File: config.mk
export PLATFORM = sky130hd
export DESIGN_NAME = mbe_r8_pp_select_flat
export DESIGN_NICKNAME = d
export VERILOG_FILES = /design/src/rtl/mbe_r8_pp_select_if.sv /design/src/rtl/mbe_r8_pp_select.sv /design/src/flat_wrapper.sv
export SDC_FILE = /design/constraint.sdc
export NUM_CORES = 1
export LEC_CHECK = 0
export ABC_AREA = 1
export CAP_MARGIN = 30
export CORE_UTILIZATION = 55
export CTS_CLUSTER_SIZE = 28
export DETAILED_ROUTE_END_ITERATION = 8
export MAX_ROUTING_LAYER = met4
export PLACE_DENSITY = 0.85
export SETUP_SLACK_MARGIN = 0.2
export SLEW_MARGIN = 20
export SYNTH_ARGS = -nofsm -noshare
export SYNTH_HDL_FRONTEND = slang
export SYNTH_SLANG_ARGS = --single-unit
export TNS_END_PERCENT = 30
File: constraint.sdc
create_clock -name clk -period 22.6 [get_ports clk]
set_clock_uncertainty 0.1 [all_clocks]
set_input_delay 5.65 -clock clk [delete_from_list [all_inputs] [get_ports clk]]
set_output_delay 5.65 -clock clk [all_outputs]
set_load 0.01 [all_outputs]
File: src/rtl/mbe_r8_pp_select_if.sv
// Operand/partial-product bus of the radix-8 Booth partial-product selector.
// Upstream it carries the multiples X, 2X, 3X and 4X and the multiplier Y
// with a valid/ready pair. Downstream it carries one signed partial product
// per beat with a valid/ready pair.
// The slave modport is the selector. The master modport is the side that
// feeds operands and consumes beats.
interface mbe_r8_pp_select_if #(
  parameter int N = 23
);
  localparam int PPW    = N + 4;
  localparam int NUM_PP = (N + 6) / 3;
  localparam int IDXW   = $clog2(NUM_PP);

  // Operand side
  logic            in_valid;
  logic            in_ready;
  logic [N+2:0]    x_default;
  logic [N+2:0]    x_2x;
  logic [N+2:0]    x_3x;
  logic [N+2:0]    x_4x;
  logic [N:0]      y;

  // Partial-product side
  logic            out_valid;
  logic            out_ready;
  logic [PPW-1:0]  pp;
  logic [IDXW-1:0] pp_idx;
  logic            pp_last;

  modport master (
    output in_valid, x_default, x_2x, x_3x, x_4x, y, out_ready,
    input  in_ready, out_valid, pp, pp_idx, pp_last
  );

  modport slave (
    input  in_valid, x_default, x_2x, x_3x, x_4x, y, out_ready,
    output in_ready, out_valid, pp, pp_idx, pp_last
  );
endinterface

File: src/rtl/mbe_r8_pp_select.sv
// Sequential radix-8 Modified Booth encoder and partial-product selector.
// The block captures one operand set: the multiples X..4X and the multiplier
// Y. It recodes Y into radix-8 digits in {-4..+4}. It then emits one signed
// partial product per beat, and the consumer weights each beat by 8^pp_idx.
// Optional build macro MBE_PP_ZERO_SKIP_EN drops beats whose digit is zero.
// The last digit is always emitted, so pp_last always closes the set.
module mbe_r8_pp_select #(
  parameter int N = 23
) (
  input logic               clk,
  input logic               rst,
  mbe_r8_pp_select_if.slave bus
);
  localparam int PPW    = N + 4;
  localparam int NUM_PP = (N + 6) / 3;
  localparam int IDXW   = $clog2(NUM_PP);
  localparam int XW     = N + 3;
  // Y is zero-extended to 3*NUM_PP bits. One extra LSB holds the implicit y[-1]=0.
  localparam int YXW    = 3 * NUM_PP + 1;
  localparam logic [IDXW-1:0] LAST_IDX = IDXW'(NUM_PP - 1);

  typedef enum logic {
    ST_IDLE,
    ST_EMIT
  } state_e;

  typedef enum logic [2:0] {
    SEL_ZERO,
    SEL_1X,
    SEL_2X,
    SEL_3X,
    SEL_4X
  } sel_e;

  typedef struct packed {
    sel_e sel;
    logic neg;
  } booth_t;

  state_e          state_q, state_d;
  logic [IDXW-1:0] idx_q, idx_d;
  logic [XW-1:0]   x1_q, x1_d;
  logic [XW-1:0]   x2_q, x2_d;
  logic [XW-1:0]   x3_q, x3_d;
  logic [XW-1:0]   x4_q, x4_d;
  logic [YXW-1:0]  yx_q, yx_d;

  logic            is_last;
  booth_t          booth;
  logic [PPW-1:0]  mag;

  // Radix-8 Booth decode of the window {y[3i+2], y[3i+1], y[3i], y[3i-1]}.
  // The sign is cleared on a zero digit, so a zero digit can never produce
  // a negated zero.
  function automatic booth_t decode(input logic [3:0] b);
    booth_t d;
    d.sel = SEL_ZERO;
    d.neg = b[3];
    case (b)
      4'b0001, 4'b0010: d.sel = SEL_1X;
      4'b0011, 4'b0100: d.sel = SEL_2X;
      4'b0101, 4'b0110: d.sel = SEL_3X;
      4'b0111:          d.sel = SEL_4X;
      4'b1000:          d.sel = SEL_4X;
      4'b1001, 4'b1010: d.sel = SEL_3X;
      4'b1011, 4'b1100: d.sel = SEL_2X;
      4'b1101, 4'b1110: d.sel = SEL_1X;
      default:          d.sel = SEL_ZERO;
    endcase
    if (d.sel == SEL_ZERO) d.neg = 1'b0;
    return d;
  endfunction

  // Four-bit recoding window for digit i of the extended multiplier.
  function automatic logic [3:0] window(input logic [YXW-1:0] yx,
                                        input logic [IDXW-1:0] i);
    return yx[3 * int'(i) +: 4];
  endfunction

`ifdef MBE_PP_ZERO_SKIP_EN
  // Finds the lowest digit index >= start whose digit is non-zero.
  // If there is none, it returns the last digit. The loop runs downward,
  // so the lowest hit is written last and wins.
  function automatic logic [IDXW-1:0] first_nz(input logic [YXW-1:0] yx,
                                               input int start);
    logic [IDXW-1:0] hit;
    logic [3:0]      b;
    hit = LAST_IDX;
    for (int i = NUM_PP - 2; i >= 0; i--) begin
      b = yx[3*i +: 4];
      if (i >= start && b != 4'b0000 && b != 4'b1111) hit = IDXW'(i);
    end
    return hit;
  endfunction
`endif

  assign is_last = (idx_q == LAST_IDX);

  // Next-state logic, operand capture and handshake outputs of the IDLE/EMIT FSM.
  always_comb begin
    // NOTE: every variable gets a default first, so no path leaves one unassigned and no latch is inferred.
    state_d       = state_q;
    idx_d         = idx_q;
    x1_d          = x1_q;
    x2_d          = x2_q;
    x3_d          = x3_q;
    x4_d          = x4_q;
    yx_d          = yx_q;
    bus.in_ready  = 1'b0;
    bus.out_valid = 1'b0;

    case (state_q)
      ST_IDLE: begin
        bus.in_ready = 1'b1;
        if (bus.in_valid) begin
          x1_d    = bus.x_default;
          x2_d    = bus.x_2x;
          x3_d    = bus.x_3x;
          x4_d    = bus.x_4x;
          yx_d    = YXW'({bus.y, 1'b0});
`ifdef MBE_PP_ZERO_SKIP_EN
          idx_d   = first_nz(YXW'({bus.y, 1'b0}), 0);
`else
          idx_d   = '0;
`endif
          state_d = ST_EMIT;
        end
      end

      ST_EMIT: begin
        bus.out_valid = 1'b1;
        if (bus.out_ready) begin
          if (is_last) begin
            state_d = ST_IDLE;
            idx_d   = '0;
          end else begin
`ifdef MBE_PP_ZERO_SKIP_EN
            idx_d = first_nz(yx_q, int'(idx_q) + 1);
`else
            idx_d = idx_q + 1'b1;
`endif
          end
        end
      end

      default: state_d = ST_IDLE;
    endcase
  end

  // Partial-product datapath: select the multiple, then negate it for negative digits.
  always_comb begin
    booth = decode(window(yx_q, idx_q));
    mag   = '0;
    case (booth.sel)
      SEL_1X:  mag = PPW'(x1_q);
      SEL_2X:  mag = PPW'(x2_q);
      SEL_3X:  mag = PPW'(x3_q);
      SEL_4X:  mag = PPW'(x4_q);
      default: mag = '0;
    endcase

    // The operand registers are not reset, so pp is forced to zero outside EMIT.
    bus.pp = '0;
    if (state_q == ST_EMIT) bus.pp = booth.neg ? (~mag + 1'b1) : mag;
    bus.pp_idx  = idx_q;
    bus.pp_last = (state_q == ST_EMIT) && is_last;
  end

  // Control state register with synchronous reset.
  always_ff @(posedge clk) begin
    // NOTE: sequential state uses non-blocking assignments, so every flop samples pre-edge values.
    if (rst) begin
      state_q <= ST_IDLE;
      idx_q   <= '0;
    end else begin
      state_q <= state_d;
      idx_q   <= idx_d;
    end
  end

  // Operand registers. They are only loaded in IDLE and only read in EMIT.
  always_ff @(posedge clk) begin
    // NOTE: data registers are deliberately left without reset; the FSM never reads them before a capture.
    x1_q <= x1_d;
    x2_q <= x2_d;
    x3_q <= x3_d;
    x4_q <= x4_d;
    yx_q <= yx_d;
  end
endmodule
File: src/flat_wrapper.sv
// flat-port wrapper written by rule: the top's interface ports become plain ports
module mbe_r8_pp_select_flat 
#(
  parameter int N = 23
)
  (clk, rst, bus_in_valid, bus_x_default, bus_x_2x, bus_x_3x, bus_x_4x, bus_y, bus_out_ready, bus_in_ready, bus_out_valid, bus_pp, bus_pp_idx, bus_pp_last);
  mbe_r8_pp_select_if #(.N(N)) bus_i ();
  input logic clk;
  input logic rst;
  input wire logic [$bits(bus_i.in_valid)-1:0] bus_in_valid;
  input wire logic [$bits(bus_i.x_default)-1:0] bus_x_default;
  input wire logic [$bits(bus_i.x_2x)-1:0] bus_x_2x;
  input wire logic [$bits(bus_i.x_3x)-1:0] bus_x_3x;
  input wire logic [$bits(bus_i.x_4x)-1:0] bus_x_4x;
  input wire logic [$bits(bus_i.y)-1:0] bus_y;
  input wire logic [$bits(bus_i.out_ready)-1:0] bus_out_ready;
  output wire logic [$bits(bus_i.in_ready)-1:0] bus_in_ready;
  output wire logic [$bits(bus_i.out_valid)-1:0] bus_out_valid;
  output wire logic [$bits(bus_i.pp)-1:0] bus_pp;
  output wire logic [$bits(bus_i.pp_idx)-1:0] bus_pp_idx;
  output wire logic [$bits(bus_i.pp_last)-1:0] bus_pp_last;
  assign bus_i.in_valid = bus_in_valid;
  assign bus_i.x_default = bus_x_default;
  assign bus_i.x_2x = bus_x_2x;
  assign bus_i.x_3x = bus_x_3x;
  assign bus_i.x_4x = bus_x_4x;
  assign bus_i.y = bus_y;
  assign bus_i.out_ready = bus_out_ready;
  assign bus_in_ready = bus_i.in_ready;
  assign bus_out_valid = bus_i.out_valid;
  assign bus_pp = bus_i.pp;
  assign bus_pp_idx = bus_i.pp_idx;
  assign bus_pp_last = bus_i.pp_last;
  mbe_r8_pp_select #(.N(N)) u_core (.clk(clk), .rst(rst), .bus(bus_i));
endmodule
# Word-level counts from Yosys, hierarchy flattened

Memories as Yosys holds them, arrays and structs flattened.
Index checks and enable logic that the tools add are counted.

Bits in writable memories: 0
Memories: 1
Latch bits: 0
Output and inout bits: 34
Logic and storage cells: 39
Input port bits: 132
ROM bits: 48
Register bits: 133

Memory list:

| name             | depth | bits a word | rd ports | clocked after Yosys merged registers in | write ports | RTL line               | RTL |
|---|---|---|---|---|---|---|---|
| (name not given) | 16    | 3           | 1        | 0                                       | 0           | mbe_r8_pp_select.sv:59 | `case (b)` |

$lt $le $gt $ge: 0
Bitwise operators: 2
Divide/modulo/power cells: 0
Shifts and indexed selects: 1
Multipliers: 1
Reduce and logical (&&, ||, !) cells: 4
$add $sub $neg: 2
Muxes and demuxes: 14
Equal/unequal tests: 7

Operator list:

| operator                                         | number |
|---|---|
| case mux 26 bit (4 select lines)                 | 1 |
| 2-to-1 mux 27 bit                                | 2 |
| indexed part select 28 x 32 -> 4 bit             | 1 |
| adder 27 x 1 -> 27 bit (second input constant)   | 1 |
| inverter 26 -> 27 bit                            | 1 |
| 2-to-1 mux 4 bit                                 | 3 |
| case mux 4 bit (2 select lines)                  | 1 |
| == test 3 x 2 -> 1 bit (second input constant)   | 2 |
| multiplier 2 x 4 -> 6 bit (first input constant) | 1 |
| 2-to-1 mux 1 bit                                 | 6 |
| adder 4 x 1 -> 4 bit (second input constant)     | 1 |
| == test 4 bit (second input constant)            | 1 |
| != test 2 bit (second input constant)            | 2 |
| AND reduction 2 bit                              | 2 |
| == test 3 x 1 -> 1 bit (second input constant)   | 1 |
| == test 3 bit (second input constant)            | 1 |
| zero test 3 bit                                  | 1 |
| case mux 1 bit (2 select lines)                  | 1 |
| logical AND 1 bit                                | 1 |
| inverter 1 bit                                   | 1 |

# Longest topological paths before layout

Gate-level depths: netlist of the first run.
An unclocked memory read counts as a cell.

Depth after elaboration: 9
Depth in mapped cells: 34
Mapped depth without buffers: 31

# Least setup slack after synthesis of the first run

No wires, ideal clock.

Path type: input to register
Start point: in bus_in_valid
End point: reg u_core.idx_q[0], in the netlist u_core.bus.pp_idx[0]
Library setup time: 0.122 ns
Data required time: 22.378 ns
Slack: 10.507 ns
Data arrival time: 11.871 ns
Buffers on the path: 0
Stages: 5
Cells stage by stage: inv_1 -> nor2_1 -> nor2_1 -> nor2_1 -> nor3_1

Cells in the longest elaborated chain, start to end: 2

Ends and longest elaborated chain:

| item                                 | RTL line                | RTL |
|---|---|---|
| from (decl)                          | flat_wrapper.sv:10      | `input wire logic [$bits(bus_i.in_valid)-1:0] bus_in_valid;` |
| != test 2 bit (no source line)       | -                       |  |
| AND reduction 2 bit (no source line) | -                       |  |
| to (signal assigned)                 | mbe_r8_pp_select.sv:177 | `idx_q <= idx_d;` |
| to (decl)                            | mbe_r8_pp_select.sv:41  | `logic [IDXW-1:0] idx_q, idx_d;` |

No other way between the ends.
A chain may end at the register's enable or synchronous reset.

# Worst setup path after layout of the first run

Start point: reg u_core.idx_q[0], in the netlist u_core.bus.pp_idx[0]
End point: out bus_pp[24]

Cells in the longest elaborated chain, start to end: 9
Elaborated cells on any way between the ends: 14
Classes of those cells: 1 x add/sub; 1 x mul; 4 x eq/ne; 1 x shift; 4 x mux; 1 x bitwise; 1 x reduce/logical; 1 x memory

Ends and longest elaborated chain:

| item                                        | RTL line                | RTL |
|---|---|---|
| multiplier 2 x 4 -> 6 bit *                 | mbe_r8_pp_select.sv:77  | `return yx[3 * int'(i) +: 4];` |
| indexed part select 28 x 32 -> 4 bit *      | mbe_r8_pp_select.sv:77  |  |
| memory (16 x 3 bit)                         | -                       |  |
| == test 3 bit, or another cell as far along | mbe_r8_pp_select.sv:154 | `case (booth.sel)` |
| case mux 26 bit (4 select lines)            | mbe_r8_pp_select.sv:154 |  |
| inverter 26 -> 27 bit                       | mbe_r8_pp_select.sv:164 | `if (state_q == ST_EMIT) bus.pp = booth.neg ? (~mag + 1'b1) : mag;` |
| adder 27 x 1 -> 27 bit                      | mbe_r8_pp_select.sv:164 |  |
| 2-to-1 mux 27 bit * (2 in series)           | mbe_r8_pp_select.sv:164 |  |
| to (decl)                                   | flat_wrapper.sv:19      | `output wire logic [$bits(bus_i.pp)-1:0] bus_pp;` |

Every way passes the cells marked *; elsewhere a longest branch is shown, timed or not.

==> impl_metrics.toml, run 1 <==
[final_layout]
insertedDiodeCount = 0
stdcell_count = 1189
synthToLayoutAreaGrowth_pct = 33.00
final_layout_size_suffix_gt1_share_pct = 6.981
nNetsFinal = 1147

[clocking]
clk-insertion-delay-late_ps = 430
tritoncts = "done"
cts-root-to-sink-buffers = 2
clk_root_buffer_cell = "sky130_fd_sc_hd__clkbuf_16"
holdBufCountCts = 0
h-tree-depth = 4
cells_resized_by_post_cts_repair = 0
postCtsSetupRepairBufs = 0
clock_sinks = 133
cts.clk_slew.worst_paths_ps = 70
cts_inserted_buffers = 17

[placement]
detailed_place_hpwl_mm = 14.52
post-place-cells = 1155
finalWeightedCongestion = 0.8924
placement.io_buffers = 165

[flow_run]
timing.max_cap.violations = 0

[sta]
period_minus_slack_ps = 12360
totalNegativeSetupSlack_ps = 0
max_slew.worst_pin.slew_ps = 958.7
setup_viol = 0
timing.final.hold_violations = 0
final_min_period_over_clock_period_pct = 54.69
grt_setup_unrepaired = "false"
clock.fmax_mhz = 80.91
timing.hold.ws_ps = 498.2
timing.slew.headroom_pct = 36.09
report.final.slew_viol_count = 0

[route]
via_count = 6514
routed_wirelength_mm = 20.82
drt_iter0_markers = 679
drt_pre_antenna_iters = 6
wl_per_cell_um = 17.51
ant_nets = 0
drc_errors = 0
route.detailed.vias_per_inst = 5.479

[die]
design.portCount = 166
floorplan_core_area_mm2 = 0.01272
chipHeight_um = 116.5
rows = 41
initial_util_pct = 56.71
fp.dieW_um = 116.5
die-area_mm2 = 0.01358

[worst_setup_path]
worst_setup_path_end_kind = "primary output"
critical_path.reg2reg.startpoint = "u_core.state_q$_SDFF_PP0_"
worstSetupStartpointType = "flop"
critical_path.startpoint = "u_core.bus.pp_idx[0]$_SDFFE_PP0P_"
crit_top_cell = "sky130_fd_sc_hd__nand2_1"
worst_ep_arrival_time_ps = 6610
worst-setup-path-type = "reg2out"
slowest_stage_cell_crit_path = "sky130_fd_sc_hd__ha_1"
timing.critical_path.slowest_cell_delay_ps = 750
crit_path_max_fanout = 53
required_ps = 16850

[power]
static-leakage-power_nw = 4.154
finalPower_w = 0.0008714
ir_drop_v = 0.00006464
cellPowerDensity_mw_per_mm2 = 90.81

[worst_hold_path]
hold_path.class = "reg2reg"
worst_hold_startpoint = "u_core.bus.pp_idx[1]$_SDFFE_PP0P_"

[logic_synthesis]
synth-seq-cells = 133
synthCells = 844
postSynth.asyncResetShare_pct = 0
syn_avg_cell_area_um2 = 8.548
synth_fp_nets = 987
yosysWarnings = 0
ys.flop_type = "sky130_fd_sc_hd__edfxtp_1"
synth.yosys.seq_area_share_pct = 54.67
synth_enable_flop_cells = 128
synth.distinct_cells = 31
mappedNetlistArea_mm2 = 0.007214

[global_route]
grt_usage_pct = 33.31
grt_max_degree = 80
total_congestion_overflow_after_global_routing = 0
grt_first_pass_wirelength_mm = 31.58
antenna_found_initial = 0
first_global_vias = 6039

[status]
outcome = "finished, final reports clean"
[through the flow]
| step | utilization, % | worst slack [ps] | area [µm²] |
|---|---|---|---|
| 3_3_place_gp | 70.13 | 10490 | 8922 |
| 4_1_cts | 75.22 | 9890 | 9569 |
| 6_report | 75.42 | 10240 | 9595 |
| 2_1_floorplan | - | 10510 | 7214 |
| 3_5_place_dp | 70.35 | 10430 | 8950 |
| 5_1_grt | 75.42 | 9614 | 9595 |
[cells by family (layout without fill, tap and decap cells)]
kind of cell / Yosys count / count (layout) / synth area share [%]
xor+xnor: 2 / 2 / 0.2428
fa+ha+maj: 11 / 11 / 2.012
flops: 133 / 133 / 54.67
compound gates: 47 / 47 / 3.590
simple gates: 533 / 533 / 32.17
buf+inv: 118 / 291 / 7.319
[flip-flops by register name, summed over array words and instances, names as in the netlist]
register and flops:
u_core.x3_q 26, u_core.x4_q 26, u_core.bus.pp_idx 4, u_core.x1_q 26
u_core.state_q 1, u_core.x2_q 26, u_core.yx_q 24
[final cells by class]
type,instances,area (µm²)
Tap cell,172,215.2
Timing Repair Buffer,172,1735
Clock inverter,15,193.9
Multi-Input combinational cell,593,2755
Fill cell,977,3127
Inverter,87,326.6
Clock buffer,17,425.4
Sequential cell,133,3944
[metal layers]
metal | up-vias | track usage (%) | part of all wire (%)
met3 | 64 | 7.421 | 7.7
met5 | - | - | 0
li1 | 3131 | - | -
met1 | 2987 | 39.36 | 40
met2 | 332 | 53.37 | 49
met4 | 0 | 17.55 | 3.8
[cell usage in the layout, fill, tap and decap left out]
master	n
sky130_fd_sc_hd__clkbuf_16	17
sky130_fd_sc_hd__nor2_1	118
sky130_fd_sc_hd__nand4_2	1
sky130_fd_sc_hd__nand2_4	1
sky130_fd_sc_hd__xor2_1	2
sky130_fd_sc_hd__nand3_4	1
sky130_fd_sc_hd__a21oi_2	3
sky130_fd_sc_hd__buf_8	1
sky130_fd_sc_hd__o21ai_1	4
sky130_fd_sc_hd__nor3_1	4
sky130_fd_sc_hd__inv_1	82
sky130_fd_sc_hd__inv_6	2
sky130_fd_sc_hd__nand2_2	6
sky130_fd_sc_hd__inv_2	5
sky130_fd_sc_hd__nand3_1	155
sky130_fd_sc_hd__nand4_1	8
sky130_fd_sc_hd__fa_1	1
sky130_fd_sc_hd__clkdlybuf4s50_1	165
sky130_fd_sc_hd__edfxtp_1	128
sky130_fd_sc_hd__o21a_1	1
sky130_fd_sc_hd__clkinvlp_4	1
sky130_fd_sc_hd__buf_4	4
sky130_fd_sc_hd__nand2_1	222
sky130_fd_sc_hd__a31oi_1	2
sky130_fd_sc_hd__inv_8	4
sky130_fd_sc_hd__nor2_4	5
sky130_fd_sc_hd__o21ai_2	1
sky130_fd_sc_hd__buf_16	1
sky130_fd_sc_hd__o21ai_0	13
sky130_fd_sc_hd__clkinv_4	3
sky130_fd_sc_hd__buf_6	1
sky130_fd_sc_hd__bufinv_16	3
sky130_fd_sc_hd__a21oi_1	22
sky130_fd_sc_hd__a221oi_1	1
sky130_fd_sc_hd__clkinv_1	2
sky130_fd_sc_hd__nand3b_1	1
sky130_fd_sc_hd__dfxtp_1	5
sky130_fd_sc_hd__nor2_2	11
sky130_fd_sc_hd__ha_1	10
[path summary, 6_finish.rpt]
check	endpoint	depth (start not counted)	slack, ps
setup / recovery	bus_pp[24]	32	10240
hold / removal	u_core.bus.pp_idx[1]$_SDFFE_PP0P_	2	500
setup reg to reg	u_core.x1_q[5]$_DFFE_PP_	3	20180
hold reg to reg	u_core.bus.pp_idx[1]$_SDFFE_PP0P_	2	500
[worst max-delay path: cells and delay by family (launching register included)]
| kind | cells | cell delay [ps] |
|---|---|---|
| adder cells (fa/ha/maj) | 3 | 1130 |
| flip-flops | 1 | 310 |
| AO/OA/AOI/OAI | 1 | 170 |
| AND/OR/NAND/NOR | 21 | 2620 |
| buffers and inverters | 7 | 1890 |
[power breakdown]
part	leakage, nW	total (W)	switching, W	internal (W)
Clock	0.301	0.000295	0.000118	0.000177
Combinational	2.59	0.000285	0.000180	0.000104
Sequential	1.26	0.000292	0.00000533	0.000287
Total	4.15	0.000871	0.000304	0.000568
[cells in the mapped netlist, types with 2 or more instances]
| cell type | number | area (µm²) |
|---|---|---|
| sky130_fd_sc_hd__buf_2 | 17 | 85.08 |
| sky130_fd_sc_hd__o21ai_1 | 4 | 20.02 |
| sky130_fd_sc_hd__ha_1 | 10 | 125.1 |
| sky130_fd_sc_hd__inv_2 | 5 | 18.77 |
| sky130_fd_sc_hd__nor2_2 | 12 | 75.07 |
| sky130_fd_sc_hd__a21oi_2 | 3 | 26.28 |
| sky130_fd_sc_hd__edfxtp_1 | 128 | 3844 |
| sky130_fd_sc_hd__nand3_1 | 155 | 775.7 |
| sky130_fd_sc_hd__nand4_1 | 8 | 50.05 |
| sky130_fd_sc_hd__o21ai_0 | 13 | 65.06 |
| sky130_fd_sc_hd__a21oi_1 | 22 | 110.1 |
| sky130_fd_sc_hd__nor2_1 | 119 | 446.7 |
| sky130_fd_sc_hd__inv_1 | 82 | 307.8 |
| sky130_fd_sc_hd__dfxtp_1 | 5 | 100.1 |
| sky130_fd_sc_hd__xor2_1 | 2 | 17.52 |
| sky130_fd_sc_hd__buf_6 | 8 | 90.09 |
| sky130_fd_sc_hd__nand2_1 | 222 | 833.3 |
| sky130_fd_sc_hd__nor2_4 | 3 | 33.78 |
| sky130_fd_sc_hd__clkbuf_1 | 5 | 18.77 |
| sky130_fd_sc_hd__nand2_2 | 6 | 37.54 |
| sky130_fd_sc_hd__nor3_1 | 4 | 20.02 |
| sky130_fd_sc_hd__a31oi_1 | 2 | 12.51 |
Power figures use the tool's default switching activity.
==> run 2, diff against run 1 <==
Settings changed: CORE_UTILIZATION 55 to 51, PLACE_DENSITY 0.85 to 0.79.
Clock period 22.6 ns to 12.53 ns, I/O delays scaled along.
==> run 2 against run 1 <==
  * Cell count up 0.76%
  * Count of clock-buffer cells in the layout up 2
  * Global-route usage down 4.8 points
  * Critical path type unchanged
  * Worst setup slack worse by 7600 ps
==> impl_metrics.toml, run 2 (synthesized netlist as in run 1, its figures left out) <==
[clocking]
clk_root_buffer_cell = "sky130_fd_sc_hd__clkbuf_16"
holdBufCountCts = 0
h-tree-depth = 4
cts-root-to-sink-buffers = 2
tritoncts = "done"
cts.clk_slew.worst_paths_ps = 60
cells_resized_by_post_cts_repair = 0
clock_sinks = 133
postCtsSetupRepairBufs = 0
cts_inserted_buffers = 17
clk-insertion-delay-late_ps = 420

[final_layout]
multi_input_comb_area_mm2 = 0.002755
synthToLayoutAreaGrowth_pct = 32.69
nNetsFinal = 1148
finalCoreUtilization_pct = 69.23
final_cell_mix = "222 x sky130_fd_sc_hd__nand2_1, 165 x sky130_fd_sc_hd__clkdlybuf4s50_1, 155 x sky130_fd_sc_hd__nand3_1, 128 x sky130_fd_sc_hd__edfxtp_1, 118 x sky130_fd_sc_hd__nor2_1"
final_layout_size_suffix_gt1_share_pct = 6.876
filler_cell_count = 1035
seqCellArea_mm2 = 0.003944
insertedDiodeCount = 0
leading_cell_type_in_the_layout_fill_and_taps_excluded = "sky130_fd_sc_hd__nand2_1"

[sta]
setup_viol = 0
max_slew.worst_pin.slew_ps = 825.8
timing.final.hold_violations = 0
clock.fmax_mhz = 101.3
timing.hold.ws_ps = 480.9
timing.slew.headroom_pct = 44.81
setup_ws_ps = 2663
final_min_period_over_clock_period_pct = 78.75
period_minus_slack_ps = 9867
grt_setup_unrepaired = "false"
report.final.slew_viol_count = 0
totalNegativeSetupSlack_ps = 0

[route]
drt_pre_antenna_iters = 6
wl_per_cell_um = 16.41
routed_wirelength_mm = 19.66
drc_errors = 0
ant_nets = 0
via_count = 6408
drt_iter0_markers = 415
route.detailed.vias_per_inst = 5.349

[worst_setup_path]
crit_top_cell = "sky130_fd_sc_hd__nand2_1"
required_ps = 9300
worst_ep_arrival_time_ps = 6630
worstSetupStartpointType = "flop"
critPathTopFamily = "simple AND/OR/NAND/NOR gates"
critPathBufInv = 7
crit_path_max_fanout = 53
timing.critical_path.slowest_cell_delay_ps = 680
slowest_stage_cell_crit_path = "sky130_fd_sc_hd__ha_1"
worst_setup_path_end_kind = "primary output"
worst-setup-path-type = "reg2out"

[power]
finalPower_w = 0.001511
cellPowerDensity_mw_per_mm2 = 157.8
ir_drop_v = 0.0001010
static-leakage-power_nw = 4.126

[placement]
placement.io_buffers = 165
pre_cts_ws_ps = 2290
finalWeightedCongestion = 0.9496
detailed_place_hpwl_mm = 14.35

[global_route]
first_global_vias = 6124
grt_first_pass_wirelength_mm = 30.35
grt_usage_pct = 28.51
total_congestion_overflow_after_global_routing = 0
antenna_found_initial = 0
grt_max_degree = 55

[die]
initial_util_pct = 52.18
fp.dieW_um = 120.9
design.portCount = 166
floorplan_core_area_mm2 = 0.01383
die-area_mm2 = 0.01463
chipHeight_um = 120.9
rows = 43

[flow_run]
timing.max_cap.violations = 0

[status]
outcome = "finished, final reports clean"

[worst_hold_path]
hold_path.class = "reg2reg"
==> run 2: stage by stage <==
step / cell area [µm²] / cells
floorplan: 7214 / 844
global placement: 8932 / 1162
detailed placement: 8980 / 1164
CTS: 9547 / 1196
global route: 9573 / 1198
finish: 9573 / 1198
==> run 2: final timing paths <==
check,startpoint,to,slack [ps],cells after the start
worst min-delay path,u_core.bus.pp_idx[1]$_SDFFE_PP0P_,u_core.bus.pp_idx[1]$_SDFFE_PP0P_,480,2
worst min register to register,u_core.bus.pp_idx[1]$_SDFFE_PP0P_,u_core.bus.pp_idx[1]$_SDFFE_PP0P_,480,2
worst max register to register,u_core.state_q$_SDFF_PP0_,u_core.x3_q[12]$_DFFE_PP_,9920,4
worst max-delay path,u_core.bus.pp_idx[0]$_SDFFE_PP0P_,bus_pp[22],2660,32
==> run 2: cell type report <==
type | count | share of cell area [%]
Sequential cell | 133 | 41.20
Inverter | 87 | 3.411
Multi-Input combinational cell | 593 | 28.78
Timing Repair Buffer | 173 | 18.34
Tap cell | 180 | 2.353
Clock inverter | 13 | 1.399
Clock buffer | 19 | 4.522
==> run 2: metal layers <==
metal	track usage (%)	share of wire [%]
met5	-	0
met4	7.793	1.4
met3	5.404	5.4
met2	50.32	53
met1	33.19	40
==> run 2: report_power, final <==
group / switching [W] / internal, W / leakage, nW
logic: 0.000321 / 0.000188 / 2.60
clock network: 0.000185 / 0.000291 / 0.264
registers: 0.00000839 / 0.000517 / 1.26
total: 0.000515 / 0.000996 / 4.13
==> run 2: worst min-delay path, stage by stage (launching register included) <==
cell and delay (ps):
sky130_fd_sc_hd__dfxtp_1 380, sky130_fd_sc_hd__nand2_1 100, sky130_fd_sc_hd__a21oi_1 60
